--- config.mk ---
export PLATFORM = sky130hd
export DESIGN_NAME = seg7_scan_driver
export DESIGN_NICKNAME = d
export VERILOG_FILES = /design/src/rtl/seg7_scan_driver.sv
export SDC_FILE = /design/constraint.sdc
export NUM_CORES = 1
export LEC_CHECK = 0
export CELL_PAD_IN_SITES_DETAIL_PLACEMENT = 0
export CELL_PAD_IN_SITES_GLOBAL_PLACEMENT = 1
export CORE_MARGIN = 2
export CORE_UTILIZATION = 46
export DETAILED_ROUTE_END_ITERATION = 8
export GPL_TIMING_DRIVEN = 0
export PLACE_DENSITY_LB_ADDON = 0.08
export SLEW_MARGIN = 30
export SYNTH_ARGS = -nofsm -noshare
export SYNTH_HDL_FRONTEND = slang
export SYNTH_SLANG_ARGS = --single-unit
export TNS_END_PERCENT = 1
--- constraint.sdc ---
create_clock -name clk -period 3.93 [get_ports clk]
set_input_delay 0.786 -clock clk [delete_from_list [all_inputs] [get_ports clk]]
set_output_delay 0.786 -clock clk [all_outputs]
set_load 0.005 [all_outputs]
--- src/rtl/seg7_scan_driver.sv ---
// rtl/seg7_scan_driver.sv - tear-free 4-digit multiplexed seven-segment scan driver (option: SEG7_LZB_EN)

// Hex nibble to active-low seven-segment pattern, bit order {g,f,e,d,c,b,a}.
module seg7_hex_decoder (
  input  logic [3:0] nibble_i,
  output logic [6:0] seg_o
);

  // Pure lookup; a lit segment is driven low.
  always_comb begin
    seg_o = 7'h7F;
    case (nibble_i)
      4'h0: seg_o = 7'h40;
      4'h1: seg_o = 7'h79;
      4'h2: seg_o = 7'h24;
      4'h3: seg_o = 7'h30;
      4'h4: seg_o = 7'h19;
      4'h5: seg_o = 7'h12;
      4'h6: seg_o = 7'h02;
      4'h7: seg_o = 7'h78;
      4'h8: seg_o = 7'h00;
      4'h9: seg_o = 7'h10;
      4'hA: seg_o = 7'h08;
      4'hB: seg_o = 7'h03;
      4'hC: seg_o = 7'h46;
      4'hD: seg_o = 7'h21;
      4'hE: seg_o = 7'h06;
      4'hF: seg_o = 7'h0E;
      default: seg_o = 7'h7F;
    endcase
  end

endmodule

// Scans digit 0..3, one slot of REFRESH_DIV cycles each, anodes off for the
// first BLANK_CYCLES of every slot. New values are only adopted at the
// frame boundary (digit 3 -> digit 0) so a frame never mixes two values.
module seg7_scan_driver #(
  parameter int REFRESH_DIV  = 100000,
  parameter int BLANK_CYCLES = 1000
) (
  input  logic        clk,
  input  logic        rst,
  input  logic [15:0] value,
  input  logic [3:0]  dp_in,
  input  logic        update,
  output logic [3:0]  an,
  output logic [6:0]  seg,
  output logic        dp,
  output logic        frame_done
);

  localparam int CW = (REFRESH_DIV > 1) ? $clog2(REFRESH_DIV) : 1;
  localparam logic [CW-1:0] CNT_LAST  = CW'(REFRESH_DIV - 1);
  localparam logic [CW-1:0] CNT_BLANK = CW'(BLANK_CYCLES);
  localparam bit BLANK_EN = (BLANK_CYCLES != 0);

  typedef enum logic {
    ST_BLANK = 1'b0,
    ST_DRIVE = 1'b1
  } state_e;

  // Without a blanking interval the scan never leaves DRIVE.
  localparam state_e ST_RESET = BLANK_EN ? ST_BLANK : ST_DRIVE;

  // Scan position
  logic [CW-1:0] cnt_q, cnt_d;
  logic [1:0]    digit_q, digit_d;
  state_e        state_q, state_d;

  // Pending request and the value currently on the glass
  logic          pend_q, pend_d;
  logic [15:0]   pend_val_q, pend_val_d;
  logic [3:0]    pend_dp_q, pend_dp_d;
  logic [15:0]   disp_val_q, disp_val_d;
  logic [3:0]    disp_dp_q, disp_dp_d;

  // Registered pin drivers
  logic [3:0]    an_q, an_d;
  logic [6:0]    seg_q, seg_d;
  logic          dp_q, dp_d;
  logic          fd_q, fd_d;

  logic          wrap;
  logic          boundary;
  logic [3:0]    nibble_sel;
  logic [6:0]    seg_dec;
  logic [3:0]    anode_sel;
  logic          dp_sel;
  logic          lead_zero;

  assign wrap     = (cnt_q == CNT_LAST);
  assign boundary = wrap && (digit_q == 2'd3);

  // Slot counter and digit index advance.
  always_comb begin
    cnt_d   = cnt_q + 1'b1;
    digit_d = digit_q;
    if (wrap) begin
      cnt_d   = '0;
      digit_d = digit_q + 2'd1;
    end
  end

  // BLANK/DRIVE next-state; decisions use the upcoming count so the
  // registered outputs line up with the new position.
  always_comb begin
    state_d = state_q;
    case (state_q)
      ST_BLANK: if (cnt_d == CNT_BLANK) state_d = ST_DRIVE;
      ST_DRIVE: if (wrap && BLANK_EN) state_d = ST_BLANK;
      default:  state_d = ST_RESET;
    endcase
  end

  // Pending buffer and display register: an update on the boundary edge
  // itself bypasses the buffer; otherwise the latest request waits there.
  always_comb begin
    pend_d     = pend_q;
    pend_val_d = pend_val_q;
    pend_dp_d  = pend_dp_q;
    disp_val_d = disp_val_q;
    disp_dp_d  = disp_dp_q;
    if (boundary) begin
      if (update) begin
        disp_val_d = value;
        disp_dp_d  = dp_in;
      end else if (pend_q) begin
        disp_val_d = pend_val_q;
        disp_dp_d  = pend_dp_q;
      end
      pend_d = 1'b0;
    end else if (update) begin
      pend_d     = 1'b1;
      pend_val_d = value;
      pend_dp_d  = dp_in;
    end
  end

  assign nibble_sel = disp_val_d[{digit_d, 2'b00} +: 4];
  assign anode_sel  = ~(4'b0001 << digit_d);
  assign dp_sel     = disp_dp_d[digit_d];

  seg7_hex_decoder u_dec (
    .nibble_i (nibble_sel),
    .seg_o    (seg_dec)
  );

`ifdef SEG7_LZB_EN
  // A digit above 0 is a leading zero when it and every digit left of it are 0.
  always_comb begin
    lead_zero = 1'b0;
    case (digit_d)
      2'd1:    lead_zero = (disp_val_d[15:4]  == 12'h000);
      2'd2:    lead_zero = (disp_val_d[15:8]  == 8'h00);
      2'd3:    lead_zero = (disp_val_d[15:12] == 4'h0);
      default: lead_zero = 1'b0;
    endcase
  end
`else
  assign lead_zero = 1'b0;
`endif

  // Pin values for the upcoming cycle; blank unless driving a digit.
  always_comb begin
    an_d = 4'hF;
    seg_d = 7'h7F;
    dp_d = 1'b1;
    fd_d = boundary;
    if (state_d == ST_DRIVE) begin
      dp_d = ~dp_sel;
      if (!lead_zero) begin
        an_d  = anode_sel;
        seg_d = seg_dec;
      end else if (dp_sel) begin
        // Suppressed digit still needs its anode so the decimal point shows.
        an_d = anode_sel;
      end
    end
  end

  // Scan position registers.
  always_ff @(posedge clk or posedge rst) begin
    if (rst) begin
      cnt_q   <= '0;
      digit_q <= 2'd0;
      state_q <= ST_RESET;
    end else begin
      cnt_q   <= cnt_d;
      digit_q <= digit_d;
      state_q <= state_d;
    end
  end

  // Value buffers; a reset discards any pending request.
  always_ff @(posedge clk or posedge rst) begin
    if (rst) begin
      pend_q     <= 1'b0;
      pend_val_q <= 16'h0000;
      pend_dp_q  <= 4'h0;
      disp_val_q <= 16'h0000;
      disp_dp_q  <= 4'h0;
    end else begin
      pend_q     <= pend_d;
      pend_val_q <= pend_val_d;
      pend_dp_q  <= pend_dp_d;
      disp_val_q <= disp_val_d;
      disp_dp_q  <= disp_dp_d;
    end
  end

  // Output registers keep the pins free of combinational paths from inputs.
  always_ff @(posedge clk or posedge rst) begin
    if (rst) begin
      an_q  <= 4'hF;
      seg_q <= 7'h7F;
      dp_q  <= 1'b1;
      fd_q  <= 1'b0;
    end else begin
      an_q  <= an_d;
      seg_q <= seg_d;
      dp_q  <= dp_d;
      fd_q  <= fd_d;
    end
  end

  assign an         = an_q;
  assign seg        = seg_q;
  assign dp         = dp_q;
  assign frame_done = fd_q;

endmodule

# Word level (Yosys, flattened, before mapping)
# Memories as Yosys holds them, arrays and structs flattened.
# Index checks and enable logic that the tools add are counted.
# Widths: inputs -> output; s select.
classes:
  addsub: 2
  magnitude_cmp: 1
  eq_ne: 3
  n_shift: 2
  mux: 18
  bitwise: 4
  n_reduce_logical: 3
op_table:
  columns: ["op", "n"]
  rows:
  - ["$mux 16", 3]
  - ["$add 17x1->17 const B", 1]
  - ["$eq 17x10->1 const B", 1]
  - ["$eq 17x17->1 const B", 1]
  - ["$mux 17", 1]
  - ["$mux 4", 4]
  - ["$shiftx 16x5->4", 1]
  - ["$mux 7", 1]
  - ["$mux 1", 6]
  - ["$not 4->4", 1]
  - ["$shl 1x2->4 const A", 1]
  - ["$lt 2x3->1 const B", 1]
  - ["$not 1->1", 3]
  - ["$add 2x1->2 const B", 1]
  - ["$bmux 1 s2", 1]
  - ["$eq 2x2->1 const B", 1]
  - ["$mux 2", 1]
  - ["$pmux 1 s2", 1]
  - ["$reduce_and 2->1", 1]
  - ["$reduce_bool 2->1", 1]
  - ["$logic_and 1x1->1", 1]
word_totals:
  regBits: 74
  mem_bits_ro: 112
  in_bits: 23
  out_inout_bits: 13
  word_cells: 46
  mem_count: 1
mem_list:
  columns: ["name", "depth", "width", "read_ports", "rd_ports_with_merged_regs", "write_ports", "line_no", "text"]
  rows:
  - ["(name not given)", 16, 7, 1, 0, 0, "12", "case (nibble_i)"]

# Logic depth before layout (Yosys ltp)
logic_depth:
  depth_word: 7
  ltp_mapped: 18
  ltp_nobuf: 14

# Modules after synthesis
# A second synthesis with hierarchy kept.
hier_totals:
  cells_unflattened: 381
  hier_area_um2: 4037.6
by_module_without_submodules:
  columns: ["mod", "instances", "cells_per_inst", "area_each_um2", "seq_area_each_um2"]
  rows:
  - ["seg7_scan_driver", 1, 348, 3763.6, 1866.8]
  - ["seg7_hex_decoder", 1, 33, 274.0, 0.0]

# Worst setup path before layout
# OpenSTA, ideal clock, no wires.
synth_timing:
  path_kind: "register to register"
  from: "register cnt_q[0]"
  to: "register seg_q[3] (netlist: seg[3])"
  setup_ns: 0.077
  arrival_ns: 3.218
  t_required_ns: 3.853
  slack_ns: 0.634
  path_stages_with_launch: 19
  path_buffers: 4
  synth_period_minus_slack_ns: 3.296
  cell_sequence: "dfrtp_1 -> ha_1 -> and4_1 -> buf_6 -> and4_4 -> buf_8 -> nand2_2 -> inv_2 -> buf_4 -> buf_2 -> a211oi_1 -> a211oi_1 -> a211oi_2 -> inv_1 -> ha_1 -> inv_1 -> nor3_1 -> o21ai_0 -> a21bo_2"
synth_between:
  elab_chain_len: 6
  word_cells_on_any_way: 13
  cone_classes: "1 x add/sub; 2 x eq/ne; 1 x shift; 7 x mux; 1 x reduce/logical; 1 x memory"
synth_rtl:
  columns: ["element", "line_no", "text"]
  rows:
  - ["start: declaration", "67", "logic [CW-1:0] cnt_q, cnt_d;"]
  - ["start signal: assignment", "189", "cnt_q <= cnt_d;"]
  - ["$eq 17x17->1", "92", "assign wrap = (cnt_q == CNT_LAST);"]
  - ["$logic_and 1x1->1", "93", "assign boundary = wrap && (digit_q == 2'd3);"]
  - ["net boundary", "85", "logic boundary;"]
  - ["$mux 16", "124", "if (boundary) begin"]
  - ["$shiftx 16x5->4", "140", "assign nibble_sel = disp_val_d[{digit_d, 2'b00} +: 4];"]
  - ["$mem_v2 16x7", null, null]
  - ["$mux 7", "170", "if (state_d == ST_DRIVE) begin"]
  - ["net seg_d[3]", "80", "logic [6:0] seg_q, seg_d;"]
  - ["end signal: assignment", "221", "seg_q <= seg_d;"]
  - ["end: declaration", "80", null]
# The timed path passes the listed nets, and every way through them passes these cells.
# A chain may end at the register's enable or synchronous reset.

# Worst setup path in the final report
layout_timing:
  from: "register cnt_q[0]"
  to: "register seg_q[3] (netlist: seg[3])"
layout_between:
  word_cells_on_any_way: 13
  cone_classes: "1 x add/sub; 2 x eq/ne; 1 x shift; 7 x mux; 1 x reduce/logical; 1 x memory"
layout_rtl:
  columns: ["element", "line_no", "text"]
  rows:
  - ["$eq 17x17->1", "92", null]
  - ["$mux 2", "99", "if (wrap) begin"]
  - ["net digit_d[0]", "68", "logic [1:0] digit_q, digit_d;"]
  - ["$shiftx 16x5->4", "140", null]
  - ["$mem_v2 16x7", null, null]
  - ["$mux 7", "170", null]
  - ["net seg_d[3]", "80", null]
# The timed path passes the listed nets, and every way through them passes these cells.

==> impl_metrics.ini <==
[routing]
viasPerCell = 5.83
vias = 3043
drt_pre_antenna_iters = 4
drc_errors = 0
wl_per_cell_microns = 18.2
postRouteAntennaNets = 0
routed_wl_microns = 9500
drt_iter0_drc = 147

[timing]
period_needed_ns = 3.63
fin_skew_ns = 0.0110
worstMarginPinSlew_ns = 0.708
slew_violations = 0
tns_ns = 0
fin_crit_sh = 0.923
finalSetupViolations = 0
max_freq_mhz = 276
rsz0062_at_grt = false
slew_headroom = 0.528
final_hold_viol_count = 0

[synth]
yosys_warnings = 0
synth_seq_cells = 74
synth-async-reset-ratio = 1.00
syn-instance-count = 361
netlist_area_sq_mm = 0.00402
synth_ff_type = dfrtp_1
synthTopCellsByArea = dfrtp_1, dfstp_2, mux2_2, ha_1, nor2_1
synth_edf_count = 0
synth_seq_area_share = 0.465
synth.distinct_cells = 72
syn_nets = 392
synth_top_area_share = 0.386
postSynthAreaPerCell_sq_um = 11.1
synth_top_cell_by_area = dfrtp_1

[floorplanning]
fp.coreArea_sq_mm = 0.00859
rows = 34
start_util = 0.468
die_y_microns = 97.5
dieArea_sq_mm = 0.00950
die_w_microns = 97.5
io_pins = 36

[power_and_ir_drop]
totalPowerFinal_mw = 1.37
vdd_drop_max_mv = 0.128
power_leakage_nw = 2.02
powerDensity_mw_per_mm2 = 293

[setup_path]
cp-start-kind = register
worstSetupPathType = register to register
crit_fanout = 10
arrival_ns = 3.90
required_ns = 4.21
end_kind = register

[finish]
multi_input_area_sq_mm = 0.00192
area_delta_synth_final_pct = 16.6
layout_common_cells = dfrtp_1, clkdlybuf4s50_1, nor2_1
nFillCells = 803
register_area_sq_mm = 0.00187
final_common_cell = dfrtp_1
diodes = 0
final_nets = 440
drive_gt1_frac = 0.232
instances_no_fill = 522

[place]
place.port_buffers = 34
gp_congestion = 0.792
place_hpwl_microns = 6670
dp.cells = 504

[clock_network]
cts_root_buf = clkbuf_8
clockBufferDepth = 2
numCtsBuffers = 9
path_clk_slew_ns = 0.08
worstSkewPairLatency_ns = 0.35
cts_sinks = 74
htreeDepth = 3
cts_hold_buf = 0
cts_tree = built

[grt]
overflow = 0
track_usage = 0.211
grt_max_degree = 40
grt_pass1_vias = 3080
antenna_found_initial = 0
grt_first_pass_wirelength_microns = 15900

[worst_hold_path]
hold_path_class = register to register

[status]
status = complete, no violations

[job]
max_cap_viol_count = 0
-- Yosys cell counts (3+ instances only) --
library cell	count
dfrtp_1	62
nor2_1	25
mux2_2	21
inv_1	16
nand2_1	16
nand3_1	13
dfstp_2	12
a21oi_1	11
nor3_1	11
o21ai_0	11
o22ai_1	11
ha_1	8
xnor2_1	8
xor2_1	8
clkbuf_1	7
or3_1	7
buf_2	6
and3_1	5
buf_4	5
mux2i_1	5
a211oi_1	4
a21o_1	4
a41oi_1	4
o221a_2	4
o221ai_1	4
o32a_1	4
buf_6	3
inv_2	3
nand3b_1	3
nand4_1	3
nand4b_1	3
o211a_1	3
o211ai_1	3
-- power breakdown --
part           leakage, nW  switching (mW)  internal, mW
registers            0.917         0.00966         0.782
logic                 1.02          0.0401        0.0445
clock network       0.0839           0.272         0.226
total                 2.02           0.322          1.05
-- worst paths after layout --
| path | endpoint | from | slack [ns] | cells past startpoint |
|---|---|---|---|---|
| max in group asynchronous | seg[3] | rst | 2.47 | 3 |
| worst min-delay path | pend_val_q[5] | pend_val_q[5] | 0.51 | 1 |
| min in group asynchronous | pend_dp_q[3] | rst | 0.81 | 2 |
| worst max-delay path | seg[3] | cnt_q[0] | 0.30 | 17 |
| worst min register to register | pend_val_q[5] | pend_val_q[5] | 0.51 | 1 |
| worst max register to register | seg[3] | cnt_q[0] | 0.30 | 17 |
-- metal layers --
metal	GRT usage	part of all wire	up-vias
li1	-	-	1436
met1	0.302	0.48	1526
met2	0.331	0.47	66
met3	0.0295	0.036	15
met4	0.0748	0.016	0
met5	0	0	-
-- registers in the layout (all words and copies together) (netlist names), 2 cells and up --
register,flops
cnt_q,17
disp_val_q,16
pend_val_q,16
seg,7
an,4
disp_dp_q,4
pend_dp_q,4
digit_q,2
-- cells by family (layout without fill, tap and decap cells) --
logic type / after synthesis / after routing / synth area share
and+or+nand+nor: 105 / 105 / 0.150
AOI/OAI and AO/OA: 84 / 84 / 0.168
DFF: 74 / 74 / 0.465
buffers and inverters: 42 / 95 / 0.0570
muxes: 31 / 31 / 0.0931
xor gates and xnor gates: 17 / 17 / 0.0417
adders and majority gates: 8 / 8 / 0.0249
-- worst max-delay path: stages, from the launching register on --
cell     delay, ns
dfrtp_1       0.42
ha_1          0.26
and4_1        0.19
buf_6         0.13
and4_4        0.18
buf_8         0.14
xnor2_4       0.31
inv_2         0.06
buf_4         0.18
nor2_1        0.21
a22o_1        0.18
a221o_1       0.29
inv_1         0.15
ha_1          0.30
inv_1         0.05
nor3_1        0.16
o21ai_0       0.11
a21bo_2       0.22
-- per-stage QoR --
stage	hold slack, ns	setup WS [ns]	area, sq um	utilization
after floorplan	0.469	0.634	4020	-
after global placement	0.487	-0.0348	4490	0.523
after detailed placement	0.490	0.0383	4520	0.525
after CTS	0.509	0.000945	4670	0.544
after global routing	0.526	0.113	4690	0.545
final	0.507	0.303	4690	0.545
-- final cells by class --
type	instances	share of cell area
multi-input combinational	245	0.410
sequential	74	0.398
timing repair buffer	37	0.0801
buffer	23	0.0336
clock buffer	12	0.0288
tap	108	0.0288
inverter	19	0.0158
clock inverter	4	0.00427
-- what timing repair did --
action                                  4_1_cts  5_1_grt
gates resized for setup                       0        0
setup buffers                                 0        2
endpoints found under the setup margin        0        2
Note: power is estimated with default switching activity, not from simulation.
==> patch (same flow settings) <==
The option `SEG7_LZB_EN` is turned on by a define.
--- a/src/rtl/seg7_scan_driver.sv
+++ b/src/rtl/seg7_scan_driver.sv
@@ -3,2 +3,4 @@
 // Hex nibble to active-low seven-segment pattern, bit order {g,f,e,d,c,b,a}.
+`define SEG7_LZB_EN
+
 module seg7_hex_decoder (
Behaviour: same outputs for any inputs over 10 cycles, from zero or initial values and one cycle with rst high; that may be too few to reach the edited logic, so the function may still have changed.
==> patch against the unedited design <==
Synthesized area decreased by 1.2%; core utilization grew 2.1 points; global-route usage up 0.90 points; routed wire length grew 5.3%; sequential cell count is the same; total power increased by 12%; final area rose by 0.24%; non-clock buffer count is 2 lower; worst setup slack got worse by 0.014 ns; critical path type is now in2reg; highest routed layer unchanged.
==> patch: results (changes against the unedited design) <==
Placement
  – Placed Area: 4472 um2 (-0.97%)
  – Dpl ws: -0.3042 ns (-0.3425 ns)
  – Number of port buffers: 35 (+2.9%)
  – Gp weighted congestion: 0.8441 (+6.6%)
  – Placed insts: 524 (+4.0%)
  – Hpwl dp: 7.343 mm (+10%)

Finish
  – NumNets Final: 461 (+4.8%)
  – Share of layout cells above drive strength 1: 18.31% (-4.9 points)

Timing
  – Hold slack: 0.4863 ns (-0.02042 ns)
  – Worst clock skew: 0.01427 ns (+0.003297 ns)
  – Worst slew margin: 53.29% (+0.48 points)
  – Final period util: 92.65% (+0.37 points)

Detailed routing
  – Drt wl/cell: 18.46 um (+1.4%)
  – Total number of vias: 3186 (+4.7%)
  – Final wirelength: 10.01 mm (+5.3%)
  – Initial DRC Count: 222 (+51%)

Power
  – VDD IR-drop max: 163.8 uV (+28%)
  – P_sw: 376.8 uW (+17%)
  – Leakage dissipation: 2.009 nW (-0.75%)
  – Sequential share of power: 52.3% (-5.3 points)
  – PD cells: 327.7 nW/um2 (+12%)
  – Comb. pwr: 136 uW (+61%)

Synth
  – Largest cells by area after synthesis: dfrtp_1 (39%), dfstp_2 (7.9%), mux2_2 (6.5%)
  – Synth Area in Compound Gates: 16.21% (-0.64 points)
  – Synth cell count leaders: dfrtp_1 (62), nand2_1 (27), mux2_2 (23), nor2_1 (23), o21ai_0 (19)
  – Synthesized net count: 412 (+5.1%)
  – Netlist cell types: 64 (-11%)
  – Post-synthesis mux area share: 9.051% (-0.26 points)
  – Synth async-reset ratio: 100.0% (unchanged)
  – Cells after synthesis: 383 (+6.1%)
  – Post-synthesis xor/xnor area fraction: 3.753% (-0.42 points)
  – Register area share after synthesis: 47.05% (+0.59 points)
  – Synth Area in Adders: 1.892% (-0.60 points)

Clocking
  – Max clock buf depth: 2 (unchanged)
  – Root Buffer: clkbuf_8
  – Reg clk slew, reported paths: 0.08 ns (about the same)

Worst setup path
  – Reg2Reg Depth: 14 (-3)
  – CP startpoint: update
  – WP data arrival: 3.89 ns (about the same)
  – Largest fanout on the critical path: 10 (unchanged)
  – Worst reg2reg setup slack: 0.31 ns
  – Largest stage delay, worst path: 0.56 ns (+0.14 ns)
  – Crit path max-delay family: buffers and inverters
  – Slowest CP cell: clkdlybuf4s50_1
  – Critical Path End: seg[0]

GRT
  – First-pass GRT wire length: 16.55 mm (+4.1%)
  – Pin count of the biggest net entering global routing: 43 (+7.5%)
  – GRT Total Usage: 22.04% (+0.90 points)
  – Initial antenna violation count: 0 (unchanged)

Status
  – Status: finished clean

Hold path
  – Worst Hold Depth: 2 (+1)
  – Hold endpoint: pend_val_q[6]
  – Hold Startpoint: pend_val_q[6]
[patch: what timing repair did]
action | in CTS | in global routing
endpoints found under the setup margin | 1 | 3
gates resized for setup | 1 | 2
pin swaps | 0 | 2
gates cloned | 0 | 0
buffers inserted | 0 | 3
endpoints found under the hold margin | 0 | 0
[patch: final cells by class]
class                   instances  area (um2)
fillers                       762        3602
multi-input cells             270        1936
flip-flops and latches         74        1867
repair buffers                 39       392.9
clock buffers                  10       137.6
well taps                     105       131.4
plain buffers                  19       102.6
inverters                      19       73.82
clock inverters                 6       56.30
[patch: layer usage]
| metal | GRT usage (%) | part of all wire (%) | vias to the layer above |
|---|---|---|---|
| met5 | 0 | 0 | - |
| met2 | 35.31 | 48 | 47 |
| met3 | 3.324 | 3.0 | 11 |
| met1 | 30.79 | 48 | 1613 |
| li1 | - | - | 1515 |
| met4 | 7.259 | 1.4 | 0 |
